**src/rtl/i2s_pkg.sv**
```systemverilog
// ---------------------------------------------------------------------------
// i2s_pkg
// Shared definitions for the I2S/TDM transmitter: framing mode encoding, the
// frame-length helper and the parameter-legality predicate used at
// elaboration time.
// ---------------------------------------------------------------------------
package i2s_pkg;

   // Framing mode as presented on the mode input.
   typedef enum logic {
      I2S_MODE_I2S = 1'b0,  // data delayed one bit clock after the lrck edge
      I2S_MODE_LJ  = 1'b1   // data aligned to the lrck edge
   } i2s_mode_e;

   // Bit clocks per complete frame (all slots).
   function automatic int unsigned i2s_frame_bits(input int unsigned channels,
                                                  input int unsigned slot_w);
      return channels * slot_w;
   endfunction

   function automatic bit i2s_is_pow2(input int unsigned x);
      return (x != 0) && ((x & (x - 1)) == 0);
   endfunction

   function automatic bit i2s_params_ok(input int unsigned sample_w,
                                        input int unsigned slot_w,
                                        input int unsigned channels,
                                        input int unsigned fifo_depth);
      return (sample_w >= 1) && (sample_w <= slot_w) &&
             (slot_w >= 8) && (slot_w <= 32) &&
             (channels >= 2) && (channels <= 8) && ((channels % 2) == 0) &&
             (fifo_depth >= 2) && i2s_is_pow2(fifo_depth);
   endfunction

endpackage

```
**src/rtl/i2s_frame_fifo.sv**
```systemverilog
// ---------------------------------------------------------------------------
// i2s_frame_fifo
// Synchronous frame FIFO clocked on the falling edge of sclk.
//   sclk   in   bit clock (falling edge active)
//   aclr   in   asynchronous active-high reset; empties the FIFO
//   push   in   write wdata (ignored when full)
//   pop    in   advance the read pointer (ignored when empty)
//   wdata  in   frame to store
//   rdata  out  head frame (valid when not empty)
//   level  out  frames currently held
//   full   out  registered level == DEPTH
//   empty  out  registered level == 0
// ---------------------------------------------------------------------------
module i2s_frame_fifo #(
   parameter int unsigned WIDTH = 48,
   parameter int unsigned DEPTH = 4
) (
   input  logic                     sclk,
   input  logic                     aclr,
   input  logic                     push,
   input  logic                     pop,
   input  logic [WIDTH-1:0]         wdata,
   output logic [WIDTH-1:0]         rdata,
   output logic [$clog2(DEPTH):0]   level,
   output logic                     full,
   output logic                     empty
);

   localparam int unsigned PTR_W = $clog2(DEPTH);
   localparam logic [PTR_W:0] LVL_FULL = (PTR_W + 1)'(DEPTH);

   logic [WIDTH-1:0] r_mem [DEPTH];
   logic [PTR_W-1:0] r_wptr;
   logic [PTR_W-1:0] r_rptr;
   logic [PTR_W:0]   r_level;
   logic [PTR_W:0]   w_level_d;
   logic             r_full;
   logic             r_empty;
   logic             w_push;
   logic             w_pop;

   assign w_push = push && !r_full;
   assign w_pop  = pop && !r_empty;

   always_comb begin
      w_level_d = r_level;
      if (w_push && !w_pop) begin
         w_level_d = r_level + 1'b1;
      end else if (w_pop && !w_push) begin
         w_level_d = r_level - 1'b1;
      end
   end

   // DEPTH is a power of two, so the pointers wrap naturally.
   always_ff @(negedge sclk or posedge aclr) begin
      if (aclr) begin
         r_wptr  <= '0;
         r_rptr  <= '0;
         r_level <= '0;
         r_full  <= 1'b0;
         r_empty <= 1'b1;
      end else begin
         if (w_push) r_wptr <= r_wptr + 1'b1;
         if (w_pop)  r_rptr <= r_rptr + 1'b1;
         r_level <= w_level_d;
         r_full  <= (w_level_d == LVL_FULL);
         r_empty <= (w_level_d == '0);
      end
   end

   // Storage is not reset; the pointers alone define what is valid.
   always_ff @(negedge sclk) begin
      if (w_push) r_mem[r_wptr] <= wdata;
   end

   assign rdata = r_mem[r_rptr];
   assign level = r_level;
   assign full  = r_full;
   assign empty = r_empty;

endmodule

```
**src/rtl/i2s_tdm_tx.sv**
```systemverilog
// ---------------------------------------------------------------------------
// i2s_tdm_tx
// I2S / left-justified TDM serial audio transmitter. Frames are queued in a
// small FIFO and serialised MSB first, one slot per channel, zero padded.
//   sclk        in   bit clock; all state updates on the falling edge
//   aclr        in   asynchronous active-high reset
//   mode        in   0 = I2S (one-bit delay), 1 = left-justified
//   in_valid    in   in_data holds a frame
//   in_ready    out  FIFO not full
//   in_data     in   packed frame, channel 0 in the MSBs
//   lrck        out  frame clock, low for the first half of the frame
//   dout        out  serial data
//   underrun    out  one-period pulse at bc=0 of a frame loaded as zeros
//   fifo_level  out  frames buffered
// ---------------------------------------------------------------------------
module i2s_tdm_tx
   import i2s_pkg::*;
#(
   parameter int unsigned SAMPLE_W   = 24,
   parameter int unsigned SLOT_W     = 32,
   parameter int unsigned CHANNELS   = 2,
   parameter int unsigned FIFO_DEPTH = 4
) (
   input  logic                           sclk,
   input  logic                           aclr,
   input  logic                           mode,
   input  logic                           in_valid,
   output logic                           in_ready,
   input  logic [CHANNELS*SAMPLE_W-1:0]   in_data,
   output logic                           lrck,
   output logic                           dout,
   output logic                           underrun,
   output logic [$clog2(FIFO_DEPTH):0]    fifo_level
);

   localparam int unsigned FRAME  = i2s_frame_bits(CHANNELS, SLOT_W);
   localparam int unsigned BC_W   = $clog2(FRAME);
   localparam int unsigned DATA_W = CHANNELS * SAMPLE_W;
   localparam logic [BC_W-1:0] BC_LAST = BC_W'(FRAME - 1);
   localparam logic [BC_W-1:0] BC_HALF = BC_W'(FRAME / 2);

   if (!i2s_params_ok(SAMPLE_W, SLOT_W, CHANNELS, FIFO_DEPTH)) begin : g_param_check
      $error("i2s_tdm_tx: illegal SAMPLE_W/SLOT_W/CHANNELS/FIFO_DEPTH combination");
   end

   logic [BC_W-1:0]   r_bc;
   logic [BC_W-1:0]   w_bc_d;
   logic              w_load;
   logic [FRAME-1:0]  r_sr;
   logic [FRAME-1:0]  w_sr_d;
   logic [FRAME-1:0]  w_expanded;
   logic              r_lj;
   logic              w_lj_d;
   logic              r_lrck;
   logic              r_dout;
   logic              r_underrun;
   i2s_mode_e         r_mode;
   i2s_mode_e         w_mode_d;
   logic [DATA_W-1:0] w_rdata;
   logic              w_full;
   logic              w_empty;
   logic              w_push;
   logic              w_pop;

   assign w_load = (r_bc == BC_LAST);
   assign w_push = in_valid && !w_full;
   // A push on the load edge never feeds the load itself: an empty FIFO
   // underruns even if a frame arrives on the same edge.
   assign w_pop  = w_load && !w_empty;

   i2s_frame_fifo #(
      .WIDTH (DATA_W),
      .DEPTH (FIFO_DEPTH)
   ) u_fifo (
      .sclk  (sclk),
      .aclr  (aclr),
      .push  (w_push),
      .pop   (w_pop),
      .wdata (in_data),
      .rdata (w_rdata),
      .level (fifo_level),
      .full  (w_full),
      .empty (w_empty)
   );

   // Place each sample at the top of its slot; the low pad bits stay zero.
   for (genvar c = 0; c < CHANNELS; c++) begin : g_slot
      assign w_expanded[FRAME-1-c*SLOT_W -: SLOT_W] =
         SLOT_W'(w_rdata[DATA_W-1-c*SAMPLE_W -: SAMPLE_W]) << (SLOT_W - SAMPLE_W);
   end

   // r_lj is the left-justified bit for the current period; r_sr holds the
   // bits still to come, next one at the MSB.
   always_comb begin
      w_bc_d   = w_load ? '0 : r_bc + 1'b1;
      w_mode_d = r_mode;
      w_sr_d   = {r_sr[FRAME-2:0], 1'b0};
      w_lj_d   = r_sr[FRAME-1];
      if (w_load) begin
         w_mode_d = i2s_mode_e'(mode);
         if (!w_empty) begin
            w_sr_d = {w_expanded[FRAME-2:0], 1'b0};
            w_lj_d = w_expanded[FRAME-1];
         end else begin
            w_sr_d = '0;
            w_lj_d = 1'b0;
         end
      end
   end

   always_ff @(negedge sclk or posedge aclr) begin
      if (aclr) begin
         r_bc       <= '0;
         r_sr       <= '0;
         r_lj       <= 1'b0;
         r_mode     <= I2S_MODE_I2S;
         r_lrck     <= 1'b0;
         r_dout     <= 1'b0;
         r_underrun <= 1'b0;
      end else begin
         r_bc       <= w_bc_d;
         r_sr       <= w_sr_d;
         r_lj       <= w_lj_d;
         r_mode     <= w_mode_d;
         r_lrck     <= (w_bc_d >= BC_HALF);
         // I2S replays the previous period's left-justified bit, so at bc=0
         // it carries the last bit of the prior frame.
         r_dout     <= (w_mode_d == I2S_MODE_LJ) ? w_lj_d : r_lj;
         r_underrun <= w_load && w_empty;
      end
   end

   assign in_ready = !w_full;
   assign lrck     = r_lrck;
   assign dout     = r_dout;
   assign underrun = r_underrun;

endmodule

```
**config.mk**
```make
export PLATFORM = sky130hd
export DESIGN_NAME = i2s_tdm_tx
export DESIGN_NICKNAME = d
export VERILOG_FILES = /design/src/rtl/i2s_pkg.sv /design/src/rtl/i2s_frame_fifo.sv /design/src/rtl/i2s_tdm_tx.sv
export SDC_FILE = /design/constraint.sdc
export NUM_CORES = 1
export LEC_CHECK = 0
export BUFFER_PORTS_ARGS = -buffer_cell sky130_fd_sc_hd__buf_2
export CAP_MARGIN = 0
export CELL_PAD_IN_SITES_DETAIL_PLACEMENT = 1
export CELL_PAD_IN_SITES_GLOBAL_PLACEMENT = 1
export CORE_MARGIN = 1.5
export CORE_UTILIZATION = 44
export DETAILED_ROUTE_END_ITERATION = 16
export PLACE_DENSITY_LB_ADDON = 0.1
export SYNTH_ARGS = -nofsm -noshare
export SYNTH_HDL_FRONTEND = slang
export SYNTH_SLANG_ARGS = --single-unit
```
**constraint.sdc**
```tcl
create_clock -name sclk -period 5 [get_ports sclk]
set_clock_uncertainty 0.2 [all_clocks]
set_input_delay 1 -clock sclk [delete_from_list [all_inputs] [get_ports sclk]]
set_output_delay 1 -clock sclk [all_outputs]
set_load 0.03 [all_outputs]
```
# Word-level counts from Yosys, hierarchy flattened
# Memory sizes are Yosys's and may differ from the RTL's.
# Cells that the tools add are included.
# word_totals
register_bits	84
ram_bits	192
inputBits	52
out_inout_bits	7
wordCells	44
mem_count	1
# op_classes
n_addsub	5
order_cmp	1
eq_ne	2
mux	11
n_reduce_logical	12
# memory_table
memory	depth	word_bits	read_ports	rd_clocked_by_memory_dff	write_ports	line	source
u_fifo.r_mem	4	48	1	0	1	i2s_frame_fifo.sv:32	logic [WIDTH-1:0] r_mem [DEPTH];
# ops
cell	n
64-bit 2-to-1 mux	2
1-bit logical AND	7
6-bit by 1-bit adder with 6-bit output (second input constant)	1
6-bit equality test (second input constant)	1
6-bit greater-or-equal comparator (second input constant)	1
1-bit 2-to-1 mux	6
3-bit 2-to-1 mux	2
6-bit 2-to-1 mux	1
2-bit by 1-bit adder with 2-bit output (second input constant)	2
1-bit zero test	4
3-bit by 1-bit adder with 3-bit output (second input constant)	1
3-bit equality test (second input constant)	1
3-bit zero test	1
3-bit by 1-bit subtractor with 3-bit output (second input constant)	1

# Longest topological paths before layout
# Gate-level depths: netlist of run 1.
# depth
depth_word	8
ltp_mapped	6
depth_no_buf	5

# Hierarchy
# A second synthesis of run 1 with hierarchy kept.
# unflattened
hier_cells	578
area_unflattened_um2	10308.6
# by_module_without_submodules
mod	n_inst	cells_each	area_per_inst_um2
i2s_frame_fifo	1	306	7465.9
i2s_tdm_tx	1	272	2842.7

==> impl_metrics.tcl, run 1 <==
set metrics [dict create \
    slew_headroom_pct 31.81 \
    setup_violations 0 \
    io_pins 59 \
    cts.clk_slew.worst_paths_ns 0.05 \
    worst-path-buf-inv 1 \
    p_leak_nw 5.240 \
    row_count 54 \
    syn_inst 467 \
    ir_drop_mv 0.3234 \
    gp_congestion 0.7423 \
    tightest_slew_ns 1.023 \
    clk_latency_ns 0.60 \
    final_max_slew_viol_count 0 \
    grt_pass1_vias 6196 \
    wl_met1_um 8751 \
    cp-end-kind "primary output" \
    yosysUniqueCellTypes 35 \
    grt_pass1_wl_um 33440 \
    path_delay_family "flip-flops" \
    yosysWarnings 0 \
    cts_buffers 28 \
    grt_max_degree 58 \
    status "finished clean" \
    yosysSeqAreaShare_pct 78.18 \
    syn_area_per_cell_um2 20.94 \
    whs_ns 0.1994 \
    nNetsFinal 801 \
    critical_path_class "reg -> out" \
    setup-tns-final_ns 0 \
    cp-start-kind "flip-flop" \
    cts_tree "built" \
    crit_fanout 4 \
    drt-total-wl_um 20380 \
    antenna_found_initial 1 \
    top_layer_used "met4" \
    die_h_um 152.1 \
    cp.required_ns 3.80 \
    initial_core_util_pct 44.80 \
    n_antenna_cell 0 \
    fp.dieArea_um2 23120 \
    power.total_mw 6.091 \
    wire_per_inst_um 19.52 \
    holdBufCountCts 0 \
    synth_fp_nets 526 \
    place_ws_ns 0.08190 \
    drc_errors 0 \
    grt_usage_pct 18.42 \
    cts_buffer_depth 3 \
    pwr_density_cell_nw_per_um2 497.6 \
    globalRouteOverflowTotal 0 \
    io_buffers 58 \
    drv_cap 0 \
    ys_seq_elements 267 \
    drtPass1Iterations 5 \
    wl_met2_um 10500 \
    drt_iter0_drc 250 \
    syn_area_um2 9777 \
    rsz0062_at_grt "no" \
    cts-htree-levels 1 \
    hp-class "reg -> reg" \
    cp.arrival_ns 3.71 \
    setup_ws_ns 0.08784 \
    placeableCoreArea_um2 21820 \
    met3_length_um 790 \
    fp.dieW_um 152.1 \
    timing.final.hold_violations 0 \
    vias 5358 \
    clock-sinks 267 \
    cts_root_buf "clkbuf_16" \
    viasPerCell 5.132 \
    slowest_delay_ns 0.46 \
    path_cells "buf_2" \
    place_area_um2 10580 \
    post-dp-hpwl_um 10900 \
    drive_gt1_share_pct 24.21 \
    syn_to_final_growth_pct 25.21 \
    critPathSlowestCell "dfrtn_1" \
    post-route-cell-area_um2 12240 \
    antenna_left 0 \
]
## routing by layer
layer / vias up / GRT usage, %
li1: 2431 / -
met5: - / 0
met4: 0 / 5.224
met3: 30 / 4.164
met1: 2788 / 23.42
met2: 109 / 31.85
## synthesized netlist by cell type
cell type | instances | area share [%]
edfxtp_1 | 192 | 59
nand3b_1 | 1 | 0.077
and4_2 | 1 | 0.10
nand2b_1 | 1 | 0.064
a21oi_1 | 1 | 0.051
xnor2_1 | 5 | 0.45
xor2_1 | 2 | 0.18
nand3_1 | 5 | 0.26
o32ai_1 | 1 | 0.090
a211oi_2 | 1 | 0.13
buf_1 | 5 | 0.19
or4_4 | 1 | 0.12
and3_4 | 1 | 0.12
a21oi_2 | 1 | 0.090
o22ai_1 | 1 | 0.064
o211a_1 | 1 | 0.10
nor2b_1 | 1 | 0.064
buf_2 | 11 | 0.56
o21a_1 | 1 | 0.077
inv_1 | 8 | 0.31
ha_1 | 7 | 0.90
nor2_1 | 8 | 0.31
and3b_4 | 1 | 0.13
a22o_1 | 46 | 4.1
and2_1 | 13 | 0.83
nand2_1 | 7 | 0.27
nor3_1 | 3 | 0.15
dfstp_2 | 1 | 0.27
o21ai_0 | 7 | 0.36
dfrtn_1 | 74 | 19
clkbuf_1 | 7 | 0.27
and3_2 | 1 | 0.077
a2bb2oi_1 | 2 | 0.18
a32oi_1 | 1 | 0.090
mux4_2 | 48 | 11
## per-stage QoR
step / cells / utilization, %
after CTS: 1043 / 56.06
after detailed placement: 798 / 48.50
after floorplan: 467 / -
after global placement: 798 / 48.50
final: 1044 / 56.09
after global routing: 1044 / 56.09
## path summary, 6_finish.rpt
path / cells past startpoint / startpoint / end / slack (ns)
max reg2reg: 5 / r_bc[0]$_DFF_NP0_ / r_sr[52]$_DFF_NP0_ / 2.44
max in group asynchronous: 3 / aclr / underrun$_DFF_NP0_ / 1.42
min reg2reg: 1 / r_sr[34]$_DFF_NP0_ / r_sr[35]$_DFF_NP0_ / 0.20
max: 1 / u_fifo.level[1]$_DFF_NP0_ / fifo_level[1] / 0.09
min: 1 / r_sr[34]$_DFF_NP0_ / r_sr[35]$_DFF_NP0_ / 0.20
min in group asynchronous: 2 / aclr / u_fifo.level[1]$_DFF_NP0_ / 2.65
## cell type report
cell class | count | area [µm²]
Inverter | 7 | 30.03
Tap cell | 280 | 350.3
Fill cell | 2056 | 9582
Timing Repair Buffer | 76 | 550.5
Clock inverter | 209 | 854.6
Sequential cell | 267 | 7644
Multi-Input combinational cell | 169 | 2021
Clock buffer | 36 | 792.0
## power by group
part           total (mW)  internal, mW  switching [mW]
Combinational       0.608         0.236           0.372
Clock                2.66          1.40            1.26
Sequential           2.82          2.74          0.0819
## registers in the layout, summed over array words and instances, names as in the netlist
| register | cells |
|---|---|
| r_bc | 6 |
| u_fifo.empty | 1 |
| underrun | 1 |
| lrck | 1 |
| u_fifo.r_wptr | 2 |
| u_fifo.level | 3 |
| r_mode | 1 |
| u_fifo.full | 1 |
| r_sr | 55 |
| u_fifo.r_rptr | 2 |
| u_fifo.r_mem | 192 |
| dout | 1 |
| r_lj | 1 |
## logic make-up after synthesis
kind of cell	count (synthesis)	share of synthesized area, %
XOR/XNOR	7	0.6271
multiplexers	48	11.06
flip-flops	267	78.18
AO/OA/AOI/OAI	63	5.349
buffers and inverters	31	1.331
AND/OR/NAND/NOR	44	2.560
adder cells (fa/ha/maj)	7	0.8958
## repair_timing
item,in CTS,in global routing
endpoints found under the hold margin,0,0
gates resized for setup,0,0
setup endpoints to repair,1,1
setup buffers,1,1
## placed cells by master, fill, tap and decap left out, types with 2 or more instances in the layout
| cell | netlist | final |
|---|---|---|
| a2bb2oi_1 | 2 | 2 |
| and2_1 | 13 | 9 |
| clkinvlp_4 | 0 | 4 |
| xor2_1 | 2 | 2 |
| buf_12 | 0 | 10 |
| buf_4 | 0 | 8 |
| and2_2 | 0 | 4 |
| inv_2 | 0 | 2 |
| inv_1 | 8 | 201 |
| clkbuf_1 | 7 | 3 |
| nor2_1 | 8 | 7 |
| nor3_1 | 3 | 3 |
| nand3_1 | 5 | 4 |
| xnor2_1 | 5 | 5 |
| mux4_2 | 48 | 48 |
| clkinv_2 | 0 | 4 |
| o21ai_0 | 7 | 7 |
| buf_2 | 11 | 58 |
| clkbuf_16 | 0 | 29 |
| a22o_1 | 46 | 46 |
| nand2_1 | 7 | 7 |
| edfxtp_1 | 192 | 192 |
| ha_1 | 7 | 7 |
| dfrtn_1 | 74 | 74 |
| clkbuf_8 | 0 | 4 |
(Power assumes the default switching activity.)
==> run 2: changes to the inputs <==
- PLACE_DENSITY_LB_ADDON: 0.1 -> 0.08
==> run 2 against run 1 <==
Worst setup slack worse by 0.024 ns. Core utilization rose by 0.14 points. Largest power group unchanged. Hold slack got worse by 0.0022 ns. Sequential power barely moved. First-iteration DRC count decreased by 7.2%. Clock-buffer cell count did not move. Clock power shrank 2%. Cell area increased by 0.25%. Cell count rose by 0.77%. Critical path depth unchanged.
==> impl_metrics.tcl, run 2 (synthesis results as in run 1) <==
set metrics [dict create \
    io_buffers 58 \
    placed_cells 803 \
    holdBufCountCts 0 \
    nNetsFinal 809 \
    regMostFlops "u_fifo.r_mem" \
    p_leak_nw 5.271 \
    slowest_delay_ns 0.51 \
    reg_top3 "u_fifo.r_mem (192), r_sr (55), r_bc (6)" \
    globalRouteOverflowTotal 0 \
    critPathSlowestCell "dfrtn_1" \
    largest_register_ffs 192 \
    row_count 54 \
    cp.required_ns 3.80 \
    layout_common_cells "inv_1 (202), edfxtp_1 (192), dfrtn_1 (74), buf_2 (56), mux4_2 (48)" \
    rsz0062_at_grt "no" \
    critical_path_class "reg -> out" \
    utilization_pct 56.23 \
    ir_drop_mv 0.3494 \
    drc_errors 0 \
    cts.clk_slew.worst_paths_ns 0.05 \
    grt_pass1_vias 6199 \
    io_pins 59 \
    viasPerCell 5.081 \
    post-route-cell-area_um2 12270 \
    wire_per_inst_um 19.27 \
    post-dp-hpwl_um 11080 \
    cts_tree "built" \
    cts-htree-levels 1 \
    cts_buffers 29 \
    cts_buffer_depth 3 \
    gp_congestion 0.7448 \
    die_h_um 152.1 \
    pwr_density_cell_nw_per_um2 493.2 \
    final_common_cell "inv_1" \
    cts_root_buf "clkbuf_16" \
    cp.arrival_ns 3.74 \
    fp.dieW_um 152.1 \
    fp.dieArea_um2 23120 \
    clk_latency_ns 0.60 \
    place_area_um2 10620 \
    whs_ns 0.1972 \
    drive_gt1_share_pct 24.35 \
    path_delay_family "flip-flops" \
    worst-path-buf-inv 1 \
    stdcell_count 1052 \
    drv_cap 0 \
    grt_pass1_wl_um 33660 \
    cp-end-kind "primary output" \
    grt_max_degree 58 \
    syn_to_final_growth_pct 25.52 \
    drt_iter0_drc 232 \
    crit_fanout 5 \
    drt-total-wl_um 20280 \
    grt_usage_pct 18.61 \
    clock-sinks 267 \
    setup-tns-final_ns 0 \
    initial_core_util_pct 44.80 \
    antenna_left 0 \
    tightest_slew_ns 1.064 \
    status "finished clean" \
    vias 5345 \
    timing.final.hold_violations 0 \
    slew_headroom_pct 29.06 \
    cp-start-kind "flip-flop" \
    antenna_found_initial 0 \
    setup_violations 0 \
    drtPass1Iterations 4 \
    final_max_slew_viol_count 0 \
    path_cells "buf_4" \
    placeableCoreArea_um2 21820 \
    n_antenna_cell 0 \
    hp-class "reg -> reg" \
]
## run 2: cell types whose count changed in the layout (fill, tap and decap cells not counted), moves of 2 or more
cell,change
clkinv_1,+3
buf_4,+8
clkinvlp_4,-3
buf_2,-2
clkbuf_8,-2
## run 2: final cells by class
type	instances	area [µm²]
clock inverters	210	825.8
multi-input cells	169	2021
flip-flops and latches	267	7644
clock buffers	36	793.3
inverters	7	30.03
fillers	2066	9552
repair buffers	83	608.1
well taps	280	350.3
## run 2: power breakdown
group	leakage (nW)	total, mW	internal, mW	switching, mW
clock network	1.48	2.60	1.37	1.23
logic	1.02	0.626	0.258	0.368
registers	2.77	2.82	2.74	0.0817
total	5.27	6.05	4.37	1.68
## run 2: what timing repair did
action	in CTS	in global routing
gates resized for setup	1	1
setup buffers	0	4
setup endpoints to repair	1	2
endpoints found under the hold margin	0	0
cloned	0	0
## run 2: final timing paths
check,from,end,slack (ns),cells past startpoint
setup / recovery,u_fifo.level[0]$_DFF_NP0_,fifo_level[0],0.06,1
hold reg to reg,r_sr[34]$_DFF_NP0_,r_sr[35]$_DFF_NP0_,0.20,1
max in group asynchronous,aclr,r_bc[1]$_DFF_NP0_,1.45,3
setup reg to reg,r_bc[0]$_DFF_NP0_,r_sr[41]$_DFF_NP0_,2.51,5
min in group asynchronous,aclr,u_fifo.full$_DFF_NP0_,2.62,2
hold / removal,r_sr[34]$_DFF_NP0_,r_sr[35]$_DFF_NP0_,0.20,1
## run 2: metrics by stage
step	power [mW]	setup WS (ns)
3_3_place_gp	3.663	0.1015
3_5_place_dp	3.694	0.09685
2_1_floorplan	3.385	-0.04473
5_1_grt	6.429	0.01968
4_1_cts	6.126	0.01902
6_report	6.052	0.06356
## run 2: layer usage
metal	GRT usage (%)	up-vias	share of wire, %
met4	5.687	0	1.6
met2	32.11	95	52
met3	3.594	30	3.5
met5	0	-	0
li1	-	2451	-
met1	23.97	2769	43
